==> config.mk <==
export PLATFORM = sky130hd
export DESIGN_NAME = dac_sample_serializer
export DESIGN_NICKNAME = d
export VERILOG_FILES = /design/src/rtl/dac_sample_serializer.sv
export SDC_FILE = /design/constraint.sdc
export NUM_CORES = 1
export LEC_CHECK = 0
export CAP_MARGIN = 20
export CELL_PAD_IN_SITES_DETAIL_PLACEMENT = 1
export CELL_PAD_IN_SITES_GLOBAL_PLACEMENT = 1
export CORE_MARGIN = 1.5
export CORE_UTILIZATION = 42
export CTS_BUF_LIST = sky130_fd_sc_hd__clkbuf_4 sky130_fd_sc_hd__clkbuf_8
export CTS_CLUSTER_SIZE = 16
export DETAILED_ROUTE_END_ITERATION = 6
export GPL_ROUTABILITY_DRIVEN = 0
export HOLD_SLACK_MARGIN = 0.03
export PLACE_DENSITY = 0.91
export SLEW_MARGIN = 20
export SYNTH_ARGS = -nofsm -noshare
export SYNTH_HDL_FRONTEND = slang
export SYNTH_SLANG_ARGS = --single-unit
==> constraint.sdc <==
create_clock -name fpga_clock -period 3.7 [get_ports fpga_clock]
set_clock_uncertainty 0.05 [all_clocks]
set_input_delay 0.74 -clock fpga_clock [delete_from_list [all_inputs] [get_ports fpga_clock]]
set_output_delay 0.74 -clock fpga_clock [all_outputs]
set_load 0.01 [all_outputs]
==> src/rtl/dac_sample_serializer.sv <==
// Converts one signed 32-bit accumulator sample into a saturated offset-binary
// DAC code and shifts {CMD, code} out MSB first over SPI to a MAX5134.
module dac_sample_serializer #(
    parameter int          CLK_DIV   = 4,
    parameter logic [7:0]  CMD       = 8'b00110001,
    parameter int          OUT_SHIFT = 2
) (
    input  logic        fpga_clock,
    input  logic        rstn,
    input  logic [31:0] sample_in,
    input  logic        send,
    output logic        busy,
    output logic        frame_done,
    output logic        overflow,
    output logic        dropped,
    output logic        spi_cs_out,
    output logic        spi_clock_out,
    output logic        spi_data_out
);

    typedef enum logic [2:0] {IDLE, SETUP, SHIFT, HOLD, GAP} state_t;

    localparam logic [7:0] DIV_LAST = 8'(CLK_DIV - 1);

    state_t      state, state_nxt;
    logic [7:0]  cnt, cnt_nxt;
    logic        half, half_nxt;       // 0: SCLK-high half of a bit, 1: low half
    logic [4:0]  bit_idx, bit_nxt;
    logic [23:0] frame, frame_nxt;
    logic        ovf_nxt, drop_nxt, done_nxt;
    logic        active_nxt, sclk_nxt, data_nxt;
    logic        last;

    // 34-bit signed datapath so shift + offset never wraps before clamping
    logic signed [33:0] shifted, sum;
    logic [15:0]        code;
    logic               sat;

    assign shifted = $signed({{2{sample_in[31]}}, sample_in}) >>> OUT_SHIFT;
    assign sum     = shifted + 34'sd32768;
    assign sat     = sum[33] | (|sum[32:16]);
    assign code    = sum[33] ? 16'h0000 : ((|sum[32:16]) ? 16'hFFFF : sum[15:0]);
    assign last    = (cnt == DIV_LAST);

    always_comb begin
        state_nxt = state;
        cnt_nxt   = cnt;
        half_nxt  = half;
        bit_nxt   = bit_idx;
        frame_nxt = frame;
        ovf_nxt   = 1'b0;
        drop_nxt  = send && (state != IDLE);
        done_nxt  = 1'b0;
        case (state)
            IDLE: begin
                if (send) begin
                    state_nxt = SETUP;
                    cnt_nxt   = 8'd0;
                    half_nxt  = 1'b0;
                    bit_nxt   = 5'd23;
                    frame_nxt = {CMD, code};
                    ovf_nxt   = sat;
                end
            end
            SETUP: begin
                cnt_nxt = last ? 8'd0 : cnt + 8'd1;
                if (last) state_nxt = SHIFT;
            end
            SHIFT: begin
                cnt_nxt = last ? 8'd0 : cnt + 8'd1;
                if (last) begin
                    half_nxt = ~half;
                    if (half) begin
                        if (bit_idx == 5'd0) state_nxt = HOLD;
                        else                 bit_nxt   = bit_idx - 5'd1;
                    end
                end
            end
            HOLD: begin
                cnt_nxt = last ? 8'd0 : cnt + 8'd1;
                if (last) state_nxt = GAP;
            end
            GAP: begin
                cnt_nxt = last ? 8'd0 : cnt + 8'd1;
                if (last) begin
                    state_nxt = IDLE;
                    done_nxt  = 1'b1;
                end
            end
            default: state_nxt = IDLE;
        endcase
        // Outputs are registered from next-state values so pins never glitch;
        // data only moves at bit starts, which coincide with SCLK rising.
        active_nxt = (state_nxt == SETUP) || (state_nxt == SHIFT) || (state_nxt == HOLD);
        sclk_nxt   = !((state_nxt == SHIFT) && half_nxt);
        data_nxt   = active_nxt && frame_nxt[bit_nxt];
    end

    always_ff @(posedge fpga_clock or negedge rstn) begin
        if (!rstn) begin
            state   <= IDLE;
            cnt     <= 8'd0;
            half    <= 1'b0;
            bit_idx <= 5'd0;
            frame   <= 24'd0;
        end else begin
            state   <= state_nxt;
            cnt     <= cnt_nxt;
            half    <= half_nxt;
            bit_idx <= bit_nxt;
            frame   <= frame_nxt;
        end
    end

    always_ff @(posedge fpga_clock or negedge rstn) begin
        if (!rstn) begin
            busy          <= 1'b0;
            frame_done    <= 1'b0;
            overflow      <= 1'b0;
            dropped       <= 1'b0;
            spi_cs_out    <= 1'b1;
            spi_clock_out <= 1'b1;
            spi_data_out  <= 1'b0;
        end else begin
            busy          <= (state_nxt != IDLE);
            frame_done    <= done_nxt;
            overflow      <= ovf_nxt;
            dropped       <= drop_nxt;
            spi_cs_out    <= !active_nxt;
            spi_clock_out <= sclk_nxt;
            spi_data_out  <= data_nxt;
        end
    end

endmodule

# Yosys cells after proc, flatten, opt, wreduce, memory -nomap -nowiden
# Index checks and enable logic that the tools add are counted.
# word_totals
register_bits	48
in_bits	35
out_inout_bits	7
elab_cells	71
# op_classes
addsub	3
n_lt_le_gt_ge	1
n_eq_ne	9
muxes	29
n_bitwise	2
reduce_logical	15
# ops
op	n
$mux W24	2
$mux W16	2
$add A30 B17 Y31 const B	1
$mux W3	7
$mux W5	4
$reduce_or A17 Y1	1
$mux W8	2
$pmux W8 S2	1
$pmux W3 S5	1
$eq A3 B2 Y1 const B	4
$pmux W5 S2	1
$add A8 B1 Y8 const B	1
$eq A8 B2 Y1 const B	1
$mux W1	7
$eq A3 B1 Y1 const B	2
$lt A5 B6 Y1 const B	1
$reduce_bool A3 Y1	2
$bmux W1 S5	1
$logic_not A5 Y1	1
$sub A5 B1 Y5 const B	1
$reduce_or A4 Y1	1
$eq A3 B3 Y1 const B	1
$logic_and A1 B1 Y1	3
$logic_not A3 Y1	1
8 further kinds	10

# Logic depth before layout (Yosys ltp)
# Gate-level depths: netlist of the first run.
# depth
word_depth	9
depth_mapped	11
depth_no_buf	10

# Worst setup path after synthesis of the first run
# Ideal clock, no wire load.
# synth_timing
path_kind	register -> register
start	register bit_idx[0]
end	register spi_data_out
setup_ns	0.087
t_arrival_ns	2.876
required_time_ns	3.563
slack_ns	0.688
stages_incl_launch_ff	12
n_path_buf	1
synth_period_minus_slack_ns	3.012
cell_sequence	dfrtp_1 > clkbuf_1 > inv_1 > ha_1 > or4bb_1 > nor4_1 > mux2_2 > nand2b_1 > or3_1 > a31oi_1 > a32oi_1 > o211ai_1
# synth_via
word_cells_on_any_way	19
cone_classes	1 x add/sub; 3 x eq/ne; 11 x mux; 4 x reduce/logical
# synth_lines
item	line_no	rtl
from (decl)	28	logic [4:0] bit_idx, bit_nxt;
from (signal assigned)	110	bit_idx <= bit_nxt;
$sub A5 B1 Y5 or $logic_not A5 Y1 (tied branches)	75, 74	
$mux W5 (*)	74	if (bit_idx == 5'd0) state_nxt = HOLD;
$mux W5 (*)	73	if (half) begin
$mux W5 (*)	71	if (last) begin
$pmux W5 S2 (*)	54	case (state)
via bit_nxt[4]	28	
$bmux W1 S5 (*)	96	data_nxt = active_nxt && frame_nxt[bit_nxt];
$mux W1 (not written as such) (*)	96	
$logic_and A1 B1 Y1 (*)	96	
via data_nxt	31	logic active_nxt, sclk_nxt, data_nxt;
to (signal assigned)	131	spi_data_out <= data_nxt;
to (decl)	18	output logic spi_data_out
# The timed path passes the listed nets; every way through them passes the cells marked *. The select of a mux whose other input is x is not followed.
# A chain may end at the register's enable or synchronous reset.

# Final worst setup path of the first run
# Ends and elaborated chain as after synthesis.

==> metrics.txt, run 1 <==
# TYPE chip_impl_metric gauge
chip_impl_info{name="outcome",value="complete, but fails checks"} 1
chip_impl_info{name="violated_checks",value="design-rule violations"} 1
chip_impl_metric{name="drtAntennaViolNets",unit=""} 0
chip_impl_info{name="netlist.top_cell.by_area",value="dfrtp_1"} 1
chip_impl_metric{name="crit_path_cell_count",unit=""} 10
chip_impl_metric{name="antenna_violations_before_repair",unit=""} 0
chip_impl_metric{name="cts-hold-fix-buffers",unit=""} 0
chip_impl_info{name="critPathCapture",value="spi_data_out"} 1
chip_impl_metric{name="worstSkewPairLatency",unit="ns"} 0.31
chip_impl_metric{name="final_core_util",unit="%"} 52.8
chip_impl_metric{name="reg2reg_slack",unit="ns"} 0.45
chip_impl_metric{name="ff2ff_path_depth",unit=""} 10
chip_impl_metric{name="power_per_cell_area",unit="mW/mm²"} 625
chip_impl_info{name="r2r_start",value="bit_idx[0]"} 1
chip_impl_metric{name="global_route.overflow_total",unit=""} 0
chip_impl_metric{name="routed_wirelength",unit="mm"} 7.46
chip_impl_info{name="synth.area.top_cells",value="dfrtp_1, o21ai_0, nand3_1"} 1
chip_impl_info{name="setup.worst_path.start_class",value="register"} 1
chip_impl_metric{name="timing.final.hold_violations",unit=""} 0
chip_impl_metric{name="max_slew_margin",unit="%"} 55.8
chip_impl_metric{name="die-area",unit="mm²"} 0.00723
chip_impl_metric{name="die-width",unit="µm"} 85.0
chip_impl_metric{name="dieHeight",unit="µm"} 85.0
chip_impl_metric{name="grt_pass1_vias",unit=""} 2777
chip_impl_metric{name="max_clock_freq",unit="GHz"} 0.308
chip_impl_metric{name="vias_per_cell",unit=""} 5.97
chip_impl_metric{name="synth.distinct_cells",unit=""} 60
chip_impl_metric{name="post_route_non_filler_standard_cell_count",unit=""} 438
chip_impl_metric{name="timing.final.crit_period",unit="ns"} 3.25
chip_impl_metric{name="max_cap_violation_count",unit=""} 0
chip_impl_metric{name="initial_core_utilization",unit="%"} 44.0
chip_impl_info{name="timing.critical_path.slowest_stage_cell",value="or4bb_1"} 1
chip_impl_metric{name="cts-resized-gates",unit=""} 0
chip_impl_info{name="timing.setup.critical_path_class",value="register to register"} 1
chip_impl_metric{name="synth_enable_flop_cells",unit=""} 0
chip_impl_info{name="path_delay_family",value="simple AND/OR/NAND/NOR gates"} 1
chip_impl_metric{name="worstPathArrival",unit="ns"} 3.43
chip_impl_metric{name="globalRouteTotalUtil",unit="%"} 21.8
chip_impl_metric{name="max-vdd-ir-drop",unit="mV"} 0.171
chip_impl_metric{name="drc",unit=""} 1
chip_impl_metric{name="drt_first_pass_iters",unit=""} 6
chip_impl_info{name="clock_tree_from_tritoncts",value="done"} 1
chip_impl_metric{name="clk_pin_slew",unit="ns"} 0.09
chip_impl_metric{name="grt_start_max_net_pins",unit=""} 49
chip_impl_info{name="grt_setup_unrepaired",value="no"} 1
chip_impl_metric{name="synthesis.yosys.warnings",unit=""} 0
chip_impl_metric{name="synthToLayoutAreaGrowth",unit="%"} 19.9
chip_impl_info{name="hold_path_class",value="primary input to asynchronous set/reset pin"} 1
chip_impl_metric{name="share_of_final_layout_standard_cells_stronger_than_drive_strength_1",unit="%"} 9.14
chip_impl_metric{name="async_reset_ff_share",unit="%"} 100
chip_impl_metric{name="post_cts_buffers",unit=""} 0
chip_impl_metric{name="final_min_period_over_clock_period",unit="%"} 87.8
chip_impl_metric{name="required",unit="ns"} 3.88
chip_impl_metric{name="p_leak",unit="nW"} 1.37
chip_impl_metric{name="layout.filler_cells",unit=""} 778
chip_impl_metric{name="netlist_instances",unit=""} 322
chip_impl_metric{name="cp_bufs_invs",unit=""} 1
chip_impl_metric{name="tightest_slew",unit="ns"} 0.659
chip_impl_metric{name="antennaDiodeCount",unit=""} 0
chip_impl_metric{name="num_vias",unit=""} 2614
chip_impl_metric{name="clock-sinks",unit=""} 48
chip_impl_metric{name="dpl.cell_count",unit=""} 430
chip_impl_metric{name="cts_made_buffers",unit=""} 5
chip_impl_metric{name="starting_drt_drc_count",unit=""} 96
chip_impl_metric{name="synth_top_cell_area_share",unit="%"} 40.7
chip_impl_metric{name="routedWlPerCell",unit="µm"} 17.0
chip_impl_metric{name="longest_individual_stage_delay_on_the_worst_path",unit="ns"} 0.49
chip_impl_metric{name="post_syn_nets",unit=""} 361
chip_impl_metric{name="postSynthAreaPerCell",unit="µm²"} 8.78
chip_impl_metric{name="io_pins",unit=""} 42
chip_impl_metric{name="seq_area_frac_synth",unit="%"} 42.6
chip_impl_metric{name="ys_ff_latch",unit=""} 48
chip_impl_info{name="end_kind",value="register"} 1
chip_impl_metric{name="final.setup.tns",unit="ns"} 0
chip_impl_metric{name="num-nets-final",unit=""} 399
chip_impl_metric{name="clock_tree.buffer_depth",unit=""} 2
chip_impl_metric{name="finalSetupViolations",unit=""} 0
chip_impl_metric{name="finalMaxSlewViolations",unit=""} 0
chip_impl_metric{name="path_max_fanout",unit=""} 8
chip_impl_info{name="regToRegEndpoint",value="spi_data_out"} 1
chip_impl_metric{name="syn-cell-area",unit="mm²"} 0.00283
chip_impl_info{name="clock_tree.root_cell",value="clkbuf_8"} 1
chip_impl_metric{name="grt_first_pass_wirelength",unit="mm"} 12.8
chip_impl_metric{name="core.rowCount",unit=""} 29
chip_impl_metric{name="place.port_buffers",unit=""} 39
chip_impl_metric{name="htreeDepth",unit=""} 2
chip_impl_metric{name="core_area",unit="mm²"} 0.00642
chip_impl_info{name="synthFlopType",value="dfrtp_1"} 1
chip_impl_info{name="crit_start",value="bit_idx[0]"} 1
chip_impl_info{name="crit_path_cell_trace",value="inv_1 -> ha_1 -> or4bb_1 -> nor4_1 -> mux2_2 -> nand2b_1 -> or3_1 -> a31oi_1 -> a32oi_1 -> o211ai_1"} 1
chip_impl_metric{name="dp_hpwl",unit="mm"} 5.51
[synth_stat cells (2+ instances only)]
cell type / count
a211oi_1: 4
a21o_1: 2
a21oi_1: 11
a21oi_2: 2
a311oi_1: 2
a31oi_1: 6
a41oi_1: 2
and2_1: 4
and3_1: 6
and4_1: 3
buf_2: 4
clkbuf_1: 9
dfrtp_1: 46
dfstp_2: 2
ha_1: 4
inv_1: 8
mux2i_1: 3
nand2_1: 30
nand2b_1: 5
nand3_1: 24
nand4_1: 5
nor2_1: 29
nor2b_1: 10
nor3_1: 7
nor4_1: 5
o2111ai_1: 2
o21ai_0: 35
o21ai_1: 2
o21bai_1: 2
o31ai_1: 5
or2_1: 3
or2_2: 4
or3_1: 6
or4_1: 2
xnor2_1: 2
xor2_1: 2
[cells in the final DEF, fill, tap and decap left out, drive strengths merged, types with 2 or more instances in the layout]
master,Yosys,routed
dfstp,2,2
nor2b,10,10
and3,6,6
a21oi,13,13
o32ai,2,2
nor4,6,6
or3,6,6
o2111ai,2,2
clkbuf,9,7
o21ai,37,37
o21bai,2,2
a41oi,2,2
a31oi,6,6
a211oi,4,4
nor3,8,8
or4,2,2
nand3,24,24
and2,4,4
clkdlybuf4s50,0,38
dfrtp,46,46
and4,3,3
nand2,30,30
inv,9,9
nor2,29,29
or2,7,7
buf,5,7
a311oi,2,2
nor3b,2,2
a21o,2,2
ha,4,4
nor4b,2,2
xor2,2,2
xnor2,2,2
nand2b,5,5
mux2i,3,3
nand4,5,5
o31ai,5,5
[state kept, by name (all words and copies together) (netlist names)]
signal         count
cnt                8
spi_cs_out         1
frame_done         1
bit_idx            5
dropped            1
half               1
spi_clock_out      1
busy               1
frame             24
overflow           1
state              3
spi_data_out       1
[how the worst min path moves through the flow]
| stage | start | endpoint | slack (ns) |
|---|---|---|---|
| floorplan | frame[21] | frame[21] | 0.37 |
| global placement | frame[20] | frame[20] | 0.39 |
| detailed placement | frame[16] | frame[16] | 0.39 |
| CTS | frame[16] | frame[16] | 0.41 |
| global route | rstn | busy | 0.42 |
| finish | rstn | cnt[5] | 0.39 |
[per-layer routing]
metal	global-route usage (%)	routed length (µm)	vias up
met2	41.4	3940	53
met5	0	0	-
met1	24.9	3200	1290
li1	-	-	1259
met3	3.21	199	12
met4	7.30	123	0
[final cells by class]
| type | instances | area, µm² | share of cell area [%] |
|---|---|---|---|
| inverter | 10 | 42.5 | 1.26 |
| clock buffer | 7 | 90.1 | 2.66 |
| multi-input combinational | 250 | 1520 | 44.7 |
| timing repair buffer | 45 | 433 | 12.8 |
| tap | 77 | 96.3 | 2.84 |
| clock inverter | 1 | 7.51 | 0.222 |
| sequential | 48 | 1200 | 35.5 |
[logic make-up after synthesis]
kind of cell | synth area share (%)
AND/OR/NAND/NOR | 29.2
AO/OA/AOI/OAI | 19.9
flip-flops | 42.6
buffers and inverters | 3.81
XOR/XNOR | 1.24
multiplexers | 1.46
adder cells (fa/ha/maj) | 1.77
[per-stage QoR]
step | hold slack (ns) | total power (W) | setup slack (ns) | cell area (µm²)
6_report | 0.388 | 0.00212 | 0.450 | 3390
4_1_cts | 0.413 | 0.00213 | 0.457 | 3390
5_1_grt | 0.422 | 0.00227 | 0.295 | 3390
3_5_place_dp | 0.392 | 0.00178 | 0.386 | 3290
3_3_place_gp | 0.386 | 0.00170 | 0.489 | 3290
2_1_floorplan | 0.373 | 0.00147 | 0.688 | 2830
[report_power, final]
part / internal [W] / switching (W) / total [W]
combinational: 0.000386 / 0.000553 / 0.000939
sequential: 0.000697 / 0.000142 / 0.000839
clock: 0.000159 / 0.000180 / 0.000340
[worst register-to-register path, cell delays in order, from the launching register on]
cell      delay, ns
dfrtp_1        0.39
inv_1          0.25
ha_1           0.24
or4bb_1        0.49
nor4_1         0.25
mux2_2         0.39
nand2b_1       0.19
or3_1          0.41
a31oi_1        0.20
a32oi_1        0.14
o211ai_1       0.18
(Power assumes the default switching activity.)
==> inputs of run 2 (changes only) <==
--- a/config.mk
+++ b/config.mk
@@ -11,9 +11,10 @@
 export CORE_MARGIN = 1.5
 export CORE_UTILIZATION = 42
 export CTS_BUF_LIST = sky130_fd_sc_hd__clkbuf_4 sky130_fd_sc_hd__clkbuf_8
-export CTS_CLUSTER_SIZE = 16
+export CTS_CLUSTER_SIZE = 24
 export DETAILED_ROUTE_END_ITERATION = 6
 export GPL_ROUTABILITY_DRIVEN = 0
+export GPL_TIMING_DRIVEN = 0
 export HOLD_SLACK_MARGIN = 0.03
 export PLACE_DENSITY = 0.91
 export SLEW_MARGIN = 20
==> run 2 against run 1 <==
Compared with the run above:
- the flow still finishes with violations (design-rule violations)
- count of clock-buffer cells in the layout up 1
- final cell count up 2.1%
- via count up 1.6%
- die area unchanged
- worst setup slack worse by 0.18 ns
- critical path depth is 1 higher
- largest power group unchanged
- flip-flop and latch count stayed put
- non-clock buffer count increased by 9
- largest cell class unchanged
==> metrics.txt, run 2 (same netlist as run 1, synthesis figures left out) <==
# TYPE chip_impl_metric gauge
chip_impl_metric{name="post_route_non_filler_standard_cell_count",unit=""} 447
chip_impl_metric{name="tightest_slew",unit="ns"} 0.631
chip_impl_metric{name="final-seq-area",unit="mm²"} 0.00120
chip_impl_metric{name="number_of_flip_flops_under_the_largest_register_name",unit=""} 24
chip_impl_info{name="largest-register",value="frame"} 1
chip_impl_metric{name="cts-resized-gates",unit=""} 0
chip_impl_metric{name="starting_drt_drc_count",unit=""} 140
chip_impl_metric{name="core.rowCount",unit=""} 29
chip_impl_info{name="grt_setup_unrepaired",value="no"} 1
chip_impl_metric{name="num-nets-final",unit=""} 408
chip_impl_metric{name="worstPathArrival",unit="ns"} 3.60
chip_impl_metric{name="required",unit="ns"} 3.87
chip_impl_metric{name="antennaDiodeCount",unit=""} 0
chip_impl_info{name="timing.critical_path.slowest_stage_cell",value="or4bb_1"} 1
chip_impl_info{name="mostFrequentLayoutCell",value="dfrtp_1"} 1
chip_impl_metric{name="final_min_period_over_clock_period",unit="%"} 92.6
chip_impl_metric{name="global_route.overflow_total",unit=""} 0
chip_impl_metric{name="routed_wirelength",unit="mm"} 7.55
chip_impl_info{name="crit_path_cell_trace",value="clkbuf_1 -> inv_2 -> ha_1 -> or4bb_1 -> nor4_1 -> mux2_2 -> nand2b_1 -> or3_1 -> a31oi_1 -> a32oi_1 -> o211ai_1"} 1
chip_impl_metric{name="drc",unit=""} 1
chip_impl_metric{name="max_slew_margin",unit="%"} 57.6
chip_impl_info{name="hold_path_class",value="primary input to asynchronous set/reset pin"} 1
chip_impl_metric{name="clock_tree.buffer_depth",unit=""} 2
chip_impl_metric{name="max_clock_freq",unit="GHz"} 0.292
chip_impl_metric{name="dpl.cell_count",unit=""} 439
chip_impl_metric{name="synthToLayoutAreaGrowth",unit="%"} 21.2
chip_impl_metric{name="place.port_buffers",unit=""} 39
chip_impl_metric{name="fin_worst_hold_slack",unit="ns"} 0.355
chip_impl_metric{name="dp_hpwl",unit="mm"} 5.77
chip_impl_metric{name="clk_pin_slew",unit="ns"} 0.09
chip_impl_metric{name="timing.final.hold_violations",unit=""} 0
chip_impl_metric{name="grt_start_max_net_pins",unit=""} 27
chip_impl_metric{name="drt_first_pass_iters",unit=""} 6
chip_impl_metric{name="cts-hold-fix-buffers",unit=""} 0
chip_impl_metric{name="clock-sinks",unit=""} 48
chip_impl_metric{name="post_cts_buffers",unit=""} 0
chip_impl_metric{name="max_cap_violation_count",unit=""} 0
chip_impl_metric{name="io_pins",unit=""} 42
chip_impl_metric{name="dieHeight",unit="µm"} 85.0
chip_impl_info{name="end_kind",value="register"} 1
chip_impl_metric{name="die-width",unit="µm"} 85.0
chip_impl_metric{name="routedWlPerCell",unit="µm"} 16.9
chip_impl_metric{name="grt_first_pass_wirelength",unit="mm"} 13.2
chip_impl_metric{name="share_of_final_layout_standard_cells_stronger_than_drive_strength_1",unit="%"} 9.19
chip_impl_metric{name="finalSetupViolations",unit=""} 0
chip_impl_info{name="largest_registers",value="frame (24), cnt (8), bit_idx (5)"} 1
chip_impl_metric{name="num_vias",unit=""} 2656
chip_impl_metric{name="grt_pass1_vias",unit=""} 2806
chip_impl_metric{name="layout.filler_cells",unit=""} 762
chip_impl_metric{name="longest_individual_stage_delay_on_the_worst_path",unit="ns"} 0.47
chip_impl_info{name="clock_tree_from_tritoncts",value="done"} 1
chip_impl_metric{name="power_per_cell_area",unit="mW/mm²"} 625
chip_impl_metric{name="final.setup.tns",unit="ns"} 0
chip_impl_metric{name="worstSkewPairLatency",unit="ns"} 0.30
chip_impl_metric{name="antenna_violations_before_repair",unit=""} 0
chip_impl_metric{name="drtAntennaViolNets",unit=""} 0
chip_impl_metric{name="cts_made_buffers",unit=""} 5
chip_impl_metric{name="initial_core_utilization",unit="%"} 44.0
chip_impl_metric{name="htreeDepth",unit=""} 2
chip_impl_metric{name="globalRouteTotalUtil",unit="%"} 22.5
chip_impl_metric{name="core_area",unit="mm²"} 0.00642
chip_impl_metric{name="p_leak",unit="nW"} 1.39
chip_impl_metric{name="vias_per_cell",unit=""} 5.94
chip_impl_metric{name="max-vdd-ir-drop",unit="mV"} 0.198
chip_impl_metric{name="path_max_fanout",unit=""} 10
chip_impl_info{name="clock_tree.root_cell",value="clkbuf_8"} 1
chip_impl_info{name="final_cell_mix",value="dfrtp_1, clkdlybuf4s50_1, o21ai_0"} 1
chip_impl_info{name="setup.worst_path.start_class",value="register"} 1
chip_impl_metric{name="multi_input_comb_area",unit="mm²"} 0.00152
chip_impl_info{name="timing.setup.critical_path_class",value="register to register"} 1
chip_impl_info{name="violated_checks",value="design-rule violations"} 1
chip_impl_metric{name="timing.final.crit_period",unit="ns"} 3.43
chip_impl_metric{name="finalMaxSlewViolations",unit=""} 0
chip_impl_info{name="outcome",value="complete, but fails checks"} 1
chip_impl_metric{name="final_core_util",unit="%"} 53.3
chip_impl_metric{name="die-area",unit="mm²"} 0.00723
## run 2: worst paths after layout
check	from	end	slack [ns]	cells past startpoint
min in group fpga_clock	frame[21]	frame[21]	0.41	1
max in group asynchronous	rstn	spi_clock_out	2.66	2
max reg2reg	bit_idx[0]	spi_data_out	0.27	11
max	bit_idx[0]	spi_data_out	0.27	11
min	rstn	busy	0.36	1
min reg2reg	frame[21]	frame[21]	0.41	1
## run 2: per-stage QoR
stage	power (W)	instance area [µm²]	worst slack (ns)
3_3_place_gp	0.00173	3310	0.213
6_report	0.00214	3430	0.275
4_1_cts	0.00215	3430	0.190
3_5_place_dp	0.00180	3330	0.146
5_1_grt	0.00231	3430	0.0486
2_1_floorplan	0.00147	2830	0.688
## run 2: report_power, final
group,total (W),internal (W),switching (W)
logic,0.000999,0.000399,0.000600
registers,0.000800,0.000696,0.000104
clock network,0.000343,0.000167,0.000175
total,0.00214,0.00126,0.000879
## run 2: worst max-delay path: cells and delay by family, from the launching register on
kind / cells / cell delay (ns)
AOI/OAI and AO/OA: 3 / 0.59
adders and majority gates: 1 / 0.19
buffers and inverters: 2 / 0.46
DFF: 1 / 0.36
muxes: 1 / 0.40
and+or+nand+nor: 4 / 1.30
## run 2: cell type report
type	instances	share of cell area, %
multi-input combinational	250	44.2
sequential	48	35.1
inverter	10	1.24
buffer	14	1.90
timing repair buffer	40	11.8
tap	77	2.81
clock buffer	8	2.85
## run 2: routing by layer
| layer | global-route usage [%] | part of all wire (%) | vias to the layer above |
|---|---|---|---|
| met5 | 0 | 0 | - |
| met4 | 8.20 | 1.4 | 0 |
| met3 | 4.28 | 3.3 | 8 |
| met2 | 40.9 | 51 | 55 |
| met1 | 26.4 | 44 | 1326 |
| li1 | - | - | 1267 |
==> inputs of run 3 (changes only) <==
--- a/config.mk
+++ b/config.mk
@@ -17,6 +17,7 @@
 export GPL_TIMING_DRIVEN = 0
 export HOLD_SLACK_MARGIN = 0.03
 export PLACE_DENSITY = 0.91
+export REMOVE_ABC_BUFFERS = 1
 export SLEW_MARGIN = 20
 export SYNTH_ARGS = -nofsm -noshare
 export SYNTH_HDL_FRONTEND = slang
==> run 3 against run 2 <==
Compared with the run above:
- the run still ends with design-rule violations left
- critical path depth decreased by 1
- final cell count is 3.1% lower
- core utilization down 0.92 points
- clock power decreased by 1%
- worst setup slack worse by 0.050 ns
- maximum frequency is 1.4% lower
- global-route usage fell by 1.3 points
- via count down 3.1%
- first-iteration DRC count is 5.7% higher
- flip-flop and latch count unchanged
- power fell by 3.1%
- sequential share of layout area up 0.61 points
- critical endpoint unchanged
- largest power group unchanged
==> metrics.txt, run 3 (same netlist as run 1, synthesis figures left out) <==
# TYPE chip_impl_metric gauge
chip_impl_info{name="outcome",value="complete, but fails checks"} 1
chip_impl_info{name="violated_checks",value="design-rule violations"} 1
chip_impl_metric{name="timing.final.hold_violations",unit=""} 0
chip_impl_metric{name="drtAntennaViolNets",unit=""} 0
chip_impl_metric{name="tightest_slew",unit="ns"} 0.996
chip_impl_metric{name="worstSkewPairLatency",unit="ns"} 0.31
chip_impl_info{name="crit_start",value="sample_in[17]"} 1
chip_impl_metric{name="report.power.total",unit="W"} 0.00208
chip_impl_metric{name="timing.final.crit_period",unit="ns"} 3.48
chip_impl_metric{name="grt_pass1_vias",unit=""} 2679
chip_impl_metric{name="routed_wirelength",unit="mm"} 7.17
chip_impl_metric{name="max_cap_violation_count",unit=""} 0
chip_impl_metric{name="max-vdd-ir-drop",unit="mV"} 0.217
chip_impl_metric{name="power_per_cell_area",unit="mW/mm²"} 617
chip_impl_metric{name="globalRouteTotalUtil",unit="%"} 21.3
chip_impl_metric{name="drc",unit=""} 3
chip_impl_metric{name="htreeDepth",unit=""} 2
chip_impl_info{name="timing.setup.critical_path_class",value="primary input to register"} 1
chip_impl_metric{name="die-width",unit="µm"} 85.0
chip_impl_metric{name="grt_first_pass_wirelength",unit="mm"} 12.5
chip_impl_metric{name="final.setup.tns",unit="ns"} 0
chip_impl_info{name="largest-register",value="frame"} 1
chip_impl_info{name="largest_registers",value="frame (24), cnt (8), bit_idx (5)"} 1
chip_impl_info{name="hold_path_class",value="primary input to asynchronous set/reset pin"} 1
chip_impl_info{name="clock_tree.root_cell",value="clkbuf_8"} 1
chip_impl_metric{name="finalSetupViolations",unit=""} 0
chip_impl_metric{name="core_area",unit="mm²"} 0.00642
chip_impl_metric{name="ff2ff_path_depth",unit=""} 9
chip_impl_metric{name="p_leak",unit="nW"} 1.36
chip_impl_metric{name="clk_pin_slew",unit="ns"} 0.09
chip_impl_metric{name="cts-hold-fix-buffers",unit=""} 0
chip_impl_metric{name="layout.filler_cells",unit=""} 750
chip_impl_info{name="regToRegEndpoint",value="spi_data_out"} 1
chip_impl_metric{name="finalMaxSlewViolations",unit=""} 0
chip_impl_metric{name="drt_first_pass_iters",unit=""} 6
chip_impl_metric{name="p_clk_share",unit="%"} 16.3
chip_impl_info{name="setup.worst_path.start_class",value="primary input"} 1
chip_impl_metric{name="post_cts_buffers",unit=""} 0
chip_impl_metric{name="grt_start_max_net_pins",unit=""} 31
chip_impl_metric{name="global_route.overflow_total",unit=""} 0
chip_impl_metric{name="max_slew_margin",unit="%"} 33.6
chip_impl_metric{name="routedWlPerCell",unit="µm"} 16.6
chip_impl_metric{name="core.rowCount",unit=""} 29
chip_impl_metric{name="final_core_util",unit="%"} 52.4
chip_impl_metric{name="worstPathArrival",unit="ns"} 3.61
chip_impl_metric{name="detailedPlace.worstSlack",unit="ns"} -0.126
chip_impl_metric{name="io_pins",unit=""} 42
chip_impl_metric{name="path_max_fanout",unit=""} 16
chip_impl_metric{name="p_sw",unit="W"} 0.000859
chip_impl_metric{name="final_min_period_over_clock_period",unit="%"} 93.9
chip_impl_info{name="critPathCapture",value="spi_data_out"} 1
chip_impl_metric{name="sw_frac_of_total",unit="%"} 41.4
chip_impl_metric{name="dpl.cell_count",unit=""} 425
chip_impl_metric{name="initial_core_utilization",unit="%"} 44.0
chip_impl_metric{name="antenna_violations_before_repair",unit=""} 0
chip_impl_metric{name="clock_tree.buffer_depth",unit=""} 2
chip_impl_info{name="mostFrequentLayoutCell",value="dfrtp_1"} 1
chip_impl_metric{name="final_critical_path_setup_slack",unit="ns"} 0.225
chip_impl_metric{name="die-area",unit="mm²"} 0.00723
chip_impl_metric{name="number_of_flip_flops_under_the_largest_register_name",unit=""} 24
chip_impl_metric{name="post_route_non_filler_standard_cell_count",unit=""} 433
chip_impl_metric{name="dieHeight",unit="µm"} 85.0
chip_impl_info{name="r2r_start",value="cnt[0]"} 1
chip_impl_metric{name="max_clock_freq",unit="GHz"} 0.288
chip_impl_info{name="clock_tree_from_tritoncts",value="done"} 1
chip_impl_metric{name="antennaDiodeCount",unit=""} 0
chip_impl_metric{name="dp_hpwl",unit="mm"} 5.27
chip_impl_info{name="end_kind",value="register"} 1
chip_impl_metric{name="share_of_final_layout_standard_cells_stronger_than_drive_strength_1",unit="%"} 7.87
chip_impl_metric{name="required",unit="ns"} 3.83
chip_impl_metric{name="reg2reg_slack",unit="ns"} 0.30
chip_impl_info{name="grt_setup_unrepaired",value="no"} 1
chip_impl_metric{name="synthToLayoutAreaGrowth",unit="%"} 19.1
chip_impl_metric{name="power.share.sequential",unit="%"} 40.7
chip_impl_metric{name="vias_per_cell",unit=""} 5.94
chip_impl_info{name="final_cell_mix",value="dfrtp_1, clkdlybuf4s50_1, o21ai_0"} 1
chip_impl_metric{name="cts_made_buffers",unit=""} 5
chip_impl_metric{name="power.internal",unit="W"} 0.00122
chip_impl_metric{name="clock-sinks",unit=""} 48
chip_impl_metric{name="place.port_buffers",unit=""} 39
chip_impl_metric{name="cts-resized-gates",unit=""} 0
chip_impl_metric{name="num-nets-final",unit=""} 394
chip_impl_metric{name="num_vias",unit=""} 2573
chip_impl_metric{name="starting_drt_drc_count",unit=""} 148
chip_impl_metric{name="combinationalPowerShare",unit="%"} 43.0
[run 3: worst min-delay path by stage]
| stage | end | slack, ns |
|---|---|---|
| finish | busy | 0.37 |
| global placement | frame[20] | 0.39 |
| detailed placement | frame[16] | 0.40 |
| global route | busy | 0.40 |
| CTS | busy | 0.39 |
| floorplan | frame[21] | 0.37 |
[run 3: metrics by stage]
step | instance area [µm²] | hold WS [ns]
global placement | 3250 | 0.386
global route | 3370 | 0.403
CTS | 3370 | 0.387
floorplan | 2760 | 0.373
finish | 3370 | 0.370
detailed placement | 3270 | 0.399
[run 3: critical path: stages]
cell and delay, ns:
clkdlybuf4s50_1 0.53, ha_1 0.24, and4_1 0.26, nand4_1 0.11, a2bb2oi_1 0.16, nor4_1 0.36, nand3_1 0.52, o21ba_1 0.36
o2111ai_1 0.20, o211ai_1 0.12
[run 3: power groups by stage]
stage	clock network, W	registers, W	logic (W)
after floorplan	0	0.000819	0.000614
after global placement	0	0.000841	0.000837
after detailed placement	0	0.000854	0.000894
after CTS	0.000348	0.000844	0.000902
after global routing	0.000366	0.000869	0.00101
final	0.000338	0.000845	0.000893
[run 3: area by class of cell]
| class | count | area, µm² | share of cell area, % |
|---|---|---|---|
| Inverter | 10 | 42.5 | 1.26 |
| Tap cell | 77 | 96.3 | 2.86 |
| Clock buffer | 6 | 82.6 | 2.45 |
| Multi-Input combinational cell | 250 | 1520 | 45.0 |
| Clock inverter | 2 | 13.8 | 0.409 |
| Timing Repair Buffer | 40 | 413 | 12.3 |
| Sequential cell | 48 | 1200 | 35.7 |
[run 3: per-layer routing]
metal	up-vias	GRT usage, %	share of wire (%)
li1	1242	-	-
met1	1274	26.0	46
met2	47	38.0	50
met3	10	4.09	2.8
met4	0	6.26	1.4
met5	-	0	0
